### src/rtl/code_packer.sv
// -----------------------------------------------------------------------------
// code_packer
//   Packs variable-length codes (0..8 bits, MSB first) into a continuous
//   stream of 8-bit bytes. Valid/ready on both sides. A FLUSH request pads the
//   residual partial byte with PAD_BIT, drains every remaining byte and then
//   pulses FLUSH_DONE for one cycle.
//
//   Optional feature: define CODE_PACKER_BYTECNT_EN to add a 16-bit BYTE_CNT
//   output counting output handshakes (cleared when a flush completes).
//
//   Accumulator: r_acc[15:0] is left-justified, so the oldest bit sits at
//   r_acc[15]. r_fill (0..16) is the number of valid bits. Bits below the
//   fill point are always zero while running.
// -----------------------------------------------------------------------------
module code_packer #(
  parameter int   LEN_W   = 4,
  parameter logic PAD_BIT = 1'b0
) (
  input  logic             CLK,
  input  logic             RST_N,
  input  logic [7:0]       CODE_IN,
  input  logic [LEN_W-1:0] LEN_IN,
  input  logic             IN_VALID,
  output logic             IN_READY,
  input  logic             FLUSH,
  output logic [7:0]       OUT,
  output logic             OUT_VALID,
  input  logic             OUT_READY,
  output logic             FLUSH_DONE
`ifdef CODE_PACKER_BYTECNT_EN
  ,
  output logic [15:0]      BYTE_CNT
`endif
);

  typedef enum logic [1:0] {
    ST_RUN   = 2'd0,
    ST_DRAIN = 2'd1,
    ST_DONE  = 2'd2
  } state_t;

  // State and registered outputs
  state_t      r_state;
  logic [15:0] r_acc;
  logic [4:0]  r_fill;
  logic [7:0]  r_out;
  logic        r_out_valid;
  logic        r_in_ready;
  logic        r_flush_done;

  // Datapath wires
  logic        w_pop;
  logic        w_push;
  logic [3:0]  w_len;
  logic [7:0]  w_code_mask;
  logic [7:0]  w_code;
  logic [15:0] w_acc_pop;
  logic [4:0]  w_fill_pop;
  logic [4:0]  w_shamt;
  logic [15:0] w_ins;
  logic [15:0] w_acc_push;
  logic [4:0]  w_fill_push;
  logic [15:0] w_pad_mask;
  logic [15:0] w_acc_pad;

  // Next-state wires
  state_t      w_state_nxt;
  logic [15:0] w_acc_nxt;
  logic [4:0]  w_fill_nxt;

  assign OUT        = r_out;
  assign OUT_VALID  = r_out_valid;
  assign IN_READY   = r_in_ready;
  assign FLUSH_DONE = r_flush_done;

  // Handshakes use only registered flags, so neither side sees a
  // combinational path through the packer.
  assign w_pop  = r_out_valid & OUT_READY;
  assign w_push = IN_VALID & r_in_ready;

  // Clamp over-long lengths to a full byte and drop bits above the length.
  assign w_len       = (LEN_IN > LEN_W'(8)) ? 4'd8 : 4'(LEN_IN);
  assign w_code_mask = 8'((9'h001 << w_len) - 9'h001);
  assign w_code      = CODE_IN & w_code_mask;

  // Pop is applied first: the head byte leaves and the rest moves up.
  // While running a pop only happens with at least 8 bits held; in drain the
  // last partial byte floors the count at zero.
  assign w_acc_pop  = w_pop ? {r_acc[7:0], 8'h00} : r_acc;
  assign w_fill_pop = w_pop ? ((r_fill >= 5'd8) ? (r_fill - 5'd8) : 5'd0) : r_fill;

  // New code lands just below the post-pop fill point. A push is only
  // accepted with fill <= 8, so fill + len never exceeds 16 and the shift
  // amount stays in 0..16 (16 shifts the code out entirely, i.e. LEN=0).
  assign w_shamt     = 5'd16 - w_fill_pop - {1'b0, w_len};
  assign w_ins       = w_push ? ({8'h00, w_code} << w_shamt) : 16'h0000;
  assign w_acc_push  = w_acc_pop | w_ins;
  assign w_fill_push = w_fill_pop + (w_push ? {1'b0, w_len} : 5'd0);

  // Everything below the final fill point becomes PAD_BIT when draining starts.
  assign w_pad_mask = 16'hFFFF >> w_fill_push;
  assign w_acc_pad  = (w_acc_push & ~w_pad_mask) | ({16{PAD_BIT}} & w_pad_mask);

  // Next-state decode for the RUN / DRAIN / DONE sequencer
  always_comb begin
    // NOTE: every signal assigned here gets a default first so no path
    // through the case leaves it unassigned (which would infer a latch).
    w_state_nxt = r_state;
    w_acc_nxt   = r_acc;
    w_fill_nxt  = r_fill;
    case (r_state)
      ST_RUN: begin
        // A code offered together with FLUSH is absorbed before padding.
        w_acc_nxt  = w_acc_push;
        w_fill_nxt = w_fill_push;
        if (FLUSH) begin
          w_acc_nxt   = w_acc_pad;
          w_state_nxt = ST_DRAIN;
        end
      end
      ST_DRAIN: begin
        // Inputs are blocked and further FLUSH requests are ignored.
        w_acc_nxt  = w_acc_pop;
        w_fill_nxt = w_fill_pop;
        if (w_fill_pop == 5'd0) begin
          w_state_nxt = ST_DONE;
        end
      end
      ST_DONE: begin
        w_acc_nxt   = 16'h0000;
        w_fill_nxt  = 5'd0;
        w_state_nxt = ST_RUN;
      end
      default: begin
        w_acc_nxt   = 16'h0000;
        w_fill_nxt  = 5'd0;
        w_state_nxt = ST_RUN;
      end
    endcase
  end

  // State registers plus outputs registered from the next-state values
  always_ff @(posedge CLK or negedge RST_N) begin
    if (!RST_N) begin
      r_state      <= ST_RUN;
      r_acc        <= 16'h0000;
      r_fill       <= 5'd0;
      r_out        <= 8'h00;
      r_out_valid  <= 1'b0;
      r_in_ready   <= 1'b1;
      r_flush_done <= 1'b0;
    end else begin
      // NOTE: sequential state uses non-blocking assignments so every
      // register samples the pre-edge values regardless of statement order.
      r_state      <= w_state_nxt;
      r_acc        <= w_acc_nxt;
      r_fill       <= w_fill_nxt;
      r_out        <= w_acc_nxt[15:8];
      r_out_valid  <= (w_fill_nxt >= 5'd8) ||
                      ((w_state_nxt == ST_DRAIN) && (w_fill_nxt != 5'd0));
      r_in_ready   <= (w_state_nxt == ST_RUN) && (w_fill_nxt <= 5'd8);
      r_flush_done <= (w_state_nxt == ST_DONE);
    end
  end

`ifdef CODE_PACKER_BYTECNT_EN
  logic [15:0] r_byte_cnt;

  assign BYTE_CNT = r_byte_cnt;

  // Output handshake counter; it wraps naturally and clears when a flush
  // completes, leaving the final count visible during the DONE cycle.
  always_ff @(posedge CLK or negedge RST_N) begin
    if (!RST_N) begin
      r_byte_cnt <= 16'h0000;
    end else if (r_state == ST_DONE) begin
      r_byte_cnt <= 16'h0000;
    end else if (w_pop) begin
      r_byte_cnt <= r_byte_cnt + 16'h0001;
    end
  end
`endif

endmodule
### config.mk
export PLATFORM = sky130hd
export DESIGN_NAME = code_packer
export DESIGN_NICKNAME = d
export VERILOG_FILES = /design/src/rtl/code_packer.sv
export SDC_FILE = /design/constraint.sdc
export NUM_CORES = 1
export LEC_CHECK = 0
export ABC_AREA = 1
export CORE_ASPECT_RATIO = 0.6
export CORE_MARGIN = 4
export CORE_UTILIZATION = 55
export DETAILED_ROUTE_END_ITERATION = 8
export GPL_ROUTABILITY_DRIVEN = 0
export GPL_TIMING_DRIVEN = 1
export PLACE_DENSITY = 0.83
export SKIP_CTS_REPAIR_TIMING = 1
export SLEW_MARGIN = 20
export SYNTH_ARGS = -nofsm -noshare
export SYNTH_HDL_FRONTEND = slang
export SYNTH_SLANG_ARGS = --single-unit
### constraint.sdc
create_clock -name CLK -period 7.3 [get_ports CLK]
set_input_delay 1.095 -clock CLK [delete_from_list [all_inputs] [get_ports CLK]]
set_output_delay 1.095 -clock CLK [all_outputs]
set_load 0.005 [all_outputs]
# Word-level counts from Yosys, hierarchy flattened

Index checks and enable logic that the tools add are counted.

Add/sub/neg operators: 5
$mul: 0
Divide/modulo/power cells: 0
$lt $le $gt $ge: 4
Eq/ne operators: 3
Shifts and indexed selects: 3
Mux-type cells: 12
Bitwise logic cells: 6
Reductions and logical operators: 7

Operators by type and width:

| operator                                                                            | count |
|---|---|
| 16-bit two-way mux                                                                  | 3 |
| 16-bit case mux with 2 select lines                                                 | 1 |
| 16-bit AND                                                                          | 1 |
| 16-bit inverter                                                                     | 1 |
| 16-bit OR                                                                           | 1 |
| 8-bit by 5-bit << shifter with 16-bit output                                        | 1 |
| 16-bit by 5-bit >> shifter with 16-bit output, first input constant                 | 1 |
| 5-bit by 4-bit greater-or-equal comparator with 1-bit output, second input constant | 2 |
| 5-bit two-way mux                                                                   | 2 |
| 5-bit case mux with 2 select lines                                                  | 1 |
| 8-bit AND                                                                           | 1 |
| 4-bit two-way mux                                                                   | 2 |
| 1-bit by 4-bit << shifter with 8-bit output, first input constant                   | 1 |
| 8-bit by 1-bit subtractor with 8-bit output, second input constant                  | 1 |
| 5-bit by 4-bit adder with 5-bit output                                              | 1 |
| 5-bit by 4-bit less-or-equal comparator with 1-bit output, second input constant    | 1 |
| 5-bit zero test                                                                     | 1 |
| 5-bit nonzero test                                                                  | 1 |
| 5-bit by 4-bit subtractor with 5-bit output                                         | 1 |
| 5-bit by 4-bit subtractor with 5-bit output, second input constant                  | 1 |
| 5-bit subtractor, first input constant                                              | 1 |
| 2-bit by 1-bit == test with 1-bit output, second input constant                     | 2 |
| 4-bit > comparator, second input constant                                           | 1 |
| 2-bit zero test                                                                     | 2 |
| 6 further kinds                                                                     | 9 |

Register bits after elaboration: 34
Bits in latches: 0
Memory bits (writable): 0
ROM bits: 0
Input bits: 17
Word-level logic and storage cells: 47
Memories kept: 0

# Depth between registers and ports, before layout

Gate-level depths: netlist (run 1).

Depth after elaboration: 11
Mapped depth: 18

# Least setup slack after synthesis (run 1)

No wires, ideal clock.

Path type: input-to-reg
Start: in OUT_READY
End: reg r_out[6], in the netlist OUT[6]
Setup time: 0.116 ns
Data arrival time: 3.519 ns
Required time: 7.184 ns
Slack: 3.665 ns
Stages: 15
Path through: nand2_2 -> nor2_4 -> a21boi_0 -> ha_1 -> inv_1 -> ha_1 -> fa_1 -> buf_2 -> inv_1 -> buf_1 -> nand3_1 -> nand3_1 -> nand2_1 -> nand2_1 -> nand2_1

Cells in the longest elaborated chain, start to end: 10
Elaborated cells between the ends (all ways): 14
Those cells by class: add/sub: 3; shift: 2; mux: 5; bitwise: 4

RTL lines:

| item                                         | line | text |
|---|---|---|
| from (decl)                                  | 28   | `input logic OUT_READY,` |
| 1-bit AND *                                  | 78   | `assign w_pop = r_out_valid & OUT_READY;` |
| 5-bit two-way mux                            | 90   | `assign w_fill_pop = w_pop ? ((r_fill >= 5'd8) ? (r_fill - 5'd8) : 5'd0) : r_fill;` |
| 5-bit subtractor                             | 95   | `assign w_shamt = 5'd16 - w_fill_pop - {1'b0, w_len};` |
| 5-bit by 4-bit subtractor with 5-bit output  | 95   |  |
| 8-bit by 5-bit << shifter with 16-bit output | 96   | `assign w_ins = w_push ? ({8'h00, w_code} << w_shamt) : 16'h0000;` |
| 16-bit two-way mux                           | 96   |  |
| 16-bit OR                                    | 97   | `assign w_acc_push = w_acc_pop \| w_ins;` |
| 16-bit AND                                   | 102  | `assign w_acc_pad = (w_acc_push & ~w_pad_mask) \| ({16{PAD_BIT}} & w_pad_mask);` |
| 16-bit two-way mux                           | 116  | `if (FLUSH) begin` |
| 16-bit case mux with 2 select lines *        | 111  | `case (r_state)` |
| via w_acc_nxt[14]                            | 68   | `logic [15:0] w_acc_nxt;` |
| to (signal assigned)                         | 158  | `r_out <= w_acc_nxt[15:8];` |
| to (decl)                                    | 46   | `logic [7:0] r_out;` |

The timed path passes the listed nets; every way through them passes the cells marked *.

# Final worst setup path (run 1)

Start: in OUT_READY
End: reg r_out[4], in the netlist OUT[4]

Same word-level chain as after synthesis.

==> results of run 1 <==
## worst reg2reg max path: cells and delay by family (launching register included)
kind            cells  cell delay (ps)
simple gates        5              900
flops               1              390
fa+ha+maj           3              900
buf+inv             3              260
compound gates      2              680
xor+xnor            1              370
## routing by layer
metal / wire length, um / vias up / GRT usage
met2: 2594 / 122 / 0.3547
li1: - / 1249 / -
met5: 0 / - / 0
met3: 565 / 8 / 0.05660
met4: 37 / 0 / 0.03696
met1: 3133 / 1163 / 0.3571
## worst min-delay path by stage
stage                     endpoint  slack [ps]  depth (start not counted)
after floorplan           r_acc[3]         480                          2
after global placement    r_acc[2]         520                          2
after detailed placement  r_acc[3]         510                          2
after CTS                 r_acc[3]         540                          2
after global routing      r_acc[3]         540                          2
final                     r_acc[5]         540                          2
## power by group
group	internal, mW	switching, mW
Combinational	0.259	0.517
Clock	0.0392	0.0454
Sequential	0.184	0.0253
## through the flow
step	hold WS (ps)	cells	power, mW
2_1_floorplan	484.6	374	0.7962
3_3_place_gp	522.1	444	0.9574
3_5_place_dp	513.1	444	0.9668
4_1_cts	535.1	448	1.053
5_1_grt	540.8	448	1.173
6_report	543.9	448	1.070
## cells in the mapped netlist, drive strengths merged, types with 4 or more instances
cell type,number,area (um^2)
buf,13,90.08
inv,46,175.2
o21ai,26,148.9
dfrtp,25,625.6
a21oi,20,107.6
nand4,10,68.81
mux2i,4,40.04
nand2,114,432.9
clkbuf,4,15.01
ha,12,150.1
nand3,40,222.7
nor2,35,180.2
## final cells by class
type | instances | area (um^2) | area share
multi-input combinational | 284 | 1564 | 0.5626
sequential | 26 | 651.9 | 0.2345
timing repair buffer | 27 | 265.3 | 0.09541
inverter | 47 | 178.9 | 0.06436
tap | 60 | 75.07 | 0.02700
clock buffer | 4 | 45.04 | 0.01620
## sequential cells by signal, indices dropped and copies added, names as in the netlist
register	count
r_fill	5
IN_READY	1
FLUSH_DONE	1
OUT_VALID	1
OUT	7
r_acc	9
r_state	2
## layout by cell type (no fill, tap or decap), drive strengths merged, types with 4 or more instances in the layout
master | netlist | layout
nand4 | 10 | 10
nand2 | 114 | 114
inv | 46 | 46
clkbuf | 4 | 4
nor2 | 35 | 35
nand3 | 40 | 40
clkdlybuf4s50 | 0 | 26
a21oi | 20 | 20
ha | 12 | 12
mux2i | 4 | 4
dfrtp | 25 | 25
o21ai | 26 | 26
## logic make-up (layout without fill, tap and decap cells)
logic type	Yosys count	in the layout	synth area share
fa+ha+maj	14	14	0.07608
simple gates	206	206	0.3819
compound gates	58	58	0.1371
xor+xnor	2	2	0.01452
flops	26	26	0.2608
buf+inv	64	78	0.1136
mux	4	4	0.01602
==> results.md, run 1 <==
| Metric | This run |
|:---|:---|
| Outcome | complete, no violations |
| CP max stage cell | sky130_fd_sc_hd__a21boi_0 |
| Share of flip-flops with an asynchronous set or reset after synthesis | 1.000 |
| WL per Instance | 14.13 um |
| Number of design rule violations left after detail routing | 0 |
| Maximum clock frequency | 227.7 MHz |
| Worst R2R Path Depth | 14 |
| Inserted Clock Buffers | 3 |
| Max-slew violation total from the final report | 0 |
| Cells traversed along the worst timing path | clkdlybuf4s50_1 > nand2_2 > nor2_4 > a21boi_0 > ha_1 > inv_1 > ha_1 > fa_1 > xor2_4 > inv_1 > nor2_2 > inv_1 > nand2_1 > nand2_1 > a21oi_2 |
| Worst VDD drop | 0.2570 mV |
| Count of pins on the block boundary | 28 |
| Combined area of all synthesized cells | 0.002500 mm^2 |
| Cell seen most often among critical-path stages | sky130_fd_sc_hd__inv_1 |
| Total of flip-flops plus latches after synthesis | 26 |
| Number of antenna violations at the first check in global routing | 0 |
| Detailed-router iteration count before antenna repair | 6 |
| Port bufs | 27 |
| Number of buffers between clock root and the deepest sink | 2 |
| Drt first-iter violations | 252 |
| Sort of element at the end of the critical path | flop |
| Global-route congestion overflow total | 0 |
| Die Y | 60.22 um |
| Hold path start | r_acc[5] |
| Die extent in x | 95.04 um |
| Util after Layout | 0.6566 |
| Maximum net fanout on the critical path | 20 |
| Pin count of the biggest net entering global routing | 27 |
| Share of synthesized area occupied by flip-flops and latches | 0.2608 |
| Number of hold-slack violations in the final timing report | 0 |
| Sink Count | 26 |
| Instance area after placement | 0.002735 mm^2 |
| Peak per-stage delay on the critical path | 570 ps |
| Average cell area after synthesis | 6.684 um^2 |
| Setup ws final | 2909 ps |
| Crit path launch | OUT_READY |
| Area growth from synthesis to layout | 11.21% |
| Global-route total usage across every layer | 0.2387 |
| Max-cap violations | 0 |
| Family with the most delay on the worst path | simple AND/OR/NAND/NOR gates |
| Clock transition at path regs | 90 ps |
| WP buf/inv | 4 |
| Net count of the mapped netlist | 405 |
| Worst slack at placement | 2674 ps |
| Routed wire length | 6331 um |
| Count of warnings emitted by yosys | 0 |
| Cell count after synthesis | 374 |
| Startpoint types | input port |
| Minimum setup slack among reg-to-reg paths | 3750 ps |
| Post-DP HPWL | 5194 um |
| Post-synth EDFFs | 0 |
| Share of layout cells above drive strength 1 | 0.07474 |
| Full die area | 0.005723 mm^2 |
| Endpoint of the most critical register-to-register path | OUT[4] |
| Final TNS setup | 0 ps |
| Filler cell count in the final layout | 405 |
| Period minus WS final | 4391 ps |
| Antenna diode count | 0 |
| # H-tree levels | 1 |
| Post-route standard cell area excluding fillers | 0.002780 mm^2 |
| Core outline area | 0.004234 mm^2 |
| Top flip-flop cell by instance count after synthesis | sky130_fd_sc_hd__dfrtp_1 |
| Headroom to the max-slew limit | 0.4791 |
| Buffer type at the clock tree root | sky130_fd_sc_hd__clkbuf_8 |
| Crit path DAT | 4610 ps |
| Global-route wire length before repair | 10490 um |
| Crit Reg-Reg Startpoint | OUT_VALID |
| Final clock period utilization by the worst path | 0.6016 |
| Starting density of the core | 0.5904 |
| Leakage power summed over all cells | 1.446 nW |
| Class of the most critical hold timing path | reg2reg |
| Via count of the first global-routing pass | 2246 |
| Vias post-DR | 2542 |
| Clock latency on the worst-skew pair | 280 ps |
| Power density of the placed cells | 384.8 mW/mm^2 |
| Mean number of vias per cell | 5.674 |
| Actual transition at the worst max-transition pin | 778.4 ps |
| Clock tree skew after final layout | 6.798 ps |
| Detail Route Antenna Nets | 0 |
| RSZ-0062 raised after global routing | false |
| Layout net count | 420 |
| Category of the critical setup timing path | in2reg |
| Destination of the critical timing path | OUT[4] |
| Req. time, crit path | 7520 ps |
| Count of cell types in the netlist | 46 |
| Setup violations, final | 0 |
| Crit. path cell count | 15 |
| TritonCTS clock tree | yes |
| Standard-cell row count | 18 |
(Power assumes the default switching activity.)
==> run 2, diff against run 1 <==
CORE_UTILIZATION = 52   (was 55)
clock period = 3.75 ns   (was 7.3 ns; I/O delays follow)
==> run 2 against run 1 <==
Against the previous run: worst setup slack got worse by 2400 ps; register-to-register slack got worse by 2900 ps; die area rose by 5.1%; critical path type unchanged; worst hold slack got worse by 270 ps; first-iteration DRC count rose by 46%; utilization fell by 3.7 points.
==> results.md, run 2 (synthesized netlist as in run 1, its figures left out) <==
| Metric | This run | Delta |
|:---|:---|:---|
| Outcome | complete, no violations |  |
| Routed wire length | 6421 um | +1.4% |
| Worst R2R Path Depth | 16 | +2 |
| Share of layout cells above drive strength 1 | 0.09799 | +0.02325 |
| Leakage power summed over all cells | 1.495 nW | +3.4% |
| Die Y | 61.71 um | +2.5% |
| Worst VDD drop | 0.3633 mV | +41% |
| Port bufs | 27 | unchanged |
| Minimum setup slack among reg-to-reg paths | 860 ps | -2890 ps |
| Die extent in x | 97.51 um | +2.6% |
| Headroom to the max-slew limit | 0.4348 | -0.04432 |
| Most frequent standard cell in the layout excluding fill and tap cells | sky130_fd_sc_hd__nand2_1 |  |
| Category of the critical setup timing path | in2reg |  |
| Inserted Clock Buffers | 3 | unchanged |
| Startpoint types | input port |  |
| Global-route congestion overflow total | 0 | unchanged |
| Final TNS setup | 0 ps | unchanged |
| Actual transition at the worst max-transition pin | 844.6 ps | +66.23 ps |
| WL per Instance | 13.93 um | -1.4% |
| Buffer type at the clock tree root | sky130_fd_sc_hd__clkbuf_8 |  |
| Endpoint of the most critical register-to-register path | OUT[2] |  |
| Clock transition at path regs | 90 ps | about the same |
| Max-cap violations | 0 | unchanged |
| Pin count of the biggest net entering global routing | 27 | unchanged |
| Clock latency on the worst-skew pair | 270 ps | about the same |
| Number of hold-slack violations in the final timing report | 0 | unchanged |
| Full die area | 0.006017 mm^2 | +5.1% |
| Power density of the placed cells | 767.2 mW/mm^2 | +99% |
| Vias post-DR | 2591 | +1.9% |
| Area used by sequential logic in the layout | 651.9 um^2 | unchanged |
| Antenna diode count | 0 | unchanged |
| Multi-input gate area in the final layout | 0.001564 mm^2 | unchanged |
| Req. time, crit path | 3910 ps | -3610 ps |
| Filler cell count in the final layout | 432 | +6.7% |
| Setup violations, final | 0 | unchanged |
| Detail Route Antenna Nets | 0 | unchanged |
| Final clock period utilization by the worst path | 0.8699 |  |
| Final instance count without filler cells | 461 | +2.9% |
| Sort of element at the end of the critical path | flop |  |
| Class of the most critical hold timing path | in2async |  |
| Period minus WS final | 3262 ps |  |
| Leading cell types in the layout, fill and taps excluded | 112 x sky130_fd_sc_hd__nand2_1, 43 x sky130_fd_sc_hd__inv_1, 37 x sky130_fd_sc_hd__nand3_1, 27 x sky130_fd_sc_hd__nor2_1, 26 x sky130_fd_sc_hd__clkdlybuf4s50_1 |  |
| Maximum clock frequency | 306.5 MHz |  |
| Post-placement cell count | 457 | +2.9% |
| # H-tree levels | 1 | unchanged |
| Most flop-heavy register | r_acc |  |
| Total chip power | 2.194 mW | +110% |
| Number of antenna violations at the first check in global routing | 0 | unchanged |
| Mean number of vias per cell | 5.620 | -0.95% |
| Drt first-iter violations | 369 | +46% |
| Area growth from synthesis to layout | 14.36% |  |
| Global-route total usage across every layer | 0.2183 | -0.02032 |
| Via count of the first global-routing pass | 2206 | -1.8% |
| Crit Reg-Reg Startpoint | OUT_VALID |  |
| Largest register FFs | 9 | unchanged |
| Layout net count | 430 | +2.4% |
| Standard-cell row count | 19 | +1 |
| Starting density of the core | 0.5421 | -0.04837 |
| Util after Layout | 0.6199 | -0.03671 |
| Sink Count | 26 | unchanged |
| Core outline area | 0.004612 mm^2 | +8.9% |
| Clock tree skew after final layout | 5.835 ps | -0.9624 ps |
| Number of buffers between clock root and the deepest sink | 2 | unchanged |
| Number of design rule violations left after detail routing | 0 | unchanged |
| Crit path DAT | 3420 ps | -1190 ps |
| RSZ-0062 raised after global routing | false |  |
| Max-slew violation total from the final report | 0 | unchanged |
| TritonCTS clock tree | yes |  |
| Count of pins on the block boundary | 28 | unchanged |
| Global-route wire length before repair | 10520 um | +0.20% |
| Detailed-router iteration count before antenna repair | 6 | unchanged |
| Post-DP HPWL | 5265 um | +1.4% |
| Maximum net fanout on the critical path | 19 | -5.0% |
==> run 2: cell type report <==
type / count / share of cell area
well taps: 63 / 0.02757
flip-flops and latches: 26 / 0.2280
clock buffers: 4 / 0.01575
multi-input cells: 284 / 0.5470
repair buffers: 37 / 0.1190
inverters: 47 / 0.06258
==> run 2: per-layer routing <==
| layer | global-route usage | wire length (um) |
|---|---|---|
| met5 | 0 | 0 |
| met4 | 0.01972 | 56 |
| met3 | 0.04013 | 750 |
| met2 | 0.3330 | 2573 |
| met1 | 0.3370 | 3040 |
==> run 2: how the worst max path moves through the flow <==
stage / from / cells after the start / slack (ps) / endpoint
finish: OUT_READY / 17 / 490 / OUT[2]
global route: OUT_READY / 17 / 280 / OUT[4]
CTS: OUT_READY / 17 / 510 / OUT[2]
detailed placement: OUT_READY / 17 / 210 / OUT[2]
global placement: OUT_READY / 17 / 220 / OUT[2]
floorplan: OUT_READY / 15 / 650 / OUT[6]
==> run 2: report_power, final <==
group / internal, mW / switching [mW]
clock network: 0.0761 / 0.0844
logic: 0.571 / 1.05
registers: 0.359 / 0.0487
==> run 2: critical path, stage by stage <==
cell and delay [ps]:
sky130_fd_sc_hd__clkdlybuf4s50_1 470, sky130_fd_sc_hd__nand2_2 70, sky130_fd_sc_hd__buf_4 210, sky130_fd_sc_hd__inv_1 100
sky130_fd_sc_hd__nor2_1 40, sky130_fd_sc_hd__a21oi_1 220, sky130_fd_sc_hd__ha_1 280, sky130_fd_sc_hd__ha_1 380
sky130_fd_sc_hd__a21oi_1 150, sky130_fd_sc_hd__nand2_1 80, sky130_fd_sc_hd__nand3b_2 230, sky130_fd_sc_hd__nand3_4 170
sky130_fd_sc_hd__nor2_2 70, sky130_fd_sc_hd__nand2_1 80, sky130_fd_sc_hd__o21ai_0 130, sky130_fd_sc_hd__nand3_1 100
sky130_fd_sc_hd__nand2_1 70
==> run 2: through the flow <==
| stage | cell area, um^2 | setup WS [ps] | hold WS [ps] |
|---|---|---|---|
| 2_1_floorplan | 2500 | 647.4 | 266.9 |
| 3_3_place_gp | 2819 | 219.7 | 511.3 |
| 3_5_place_dp | 2814 | 214.4 | 522.5 |
| 4_1_cts | 2859 | 507.9 | 291.2 |
| 5_1_grt | 2859 | 284.9 | 316.5 |
| 6_report | 2859 | 487.9 | 270.4 |
==> run 3, diff against run 2 <==
CAP_MARGIN = 20   (was not set)
==> results of run 3 <==
Final layout, timing and power as in run 2 (identical DEF).
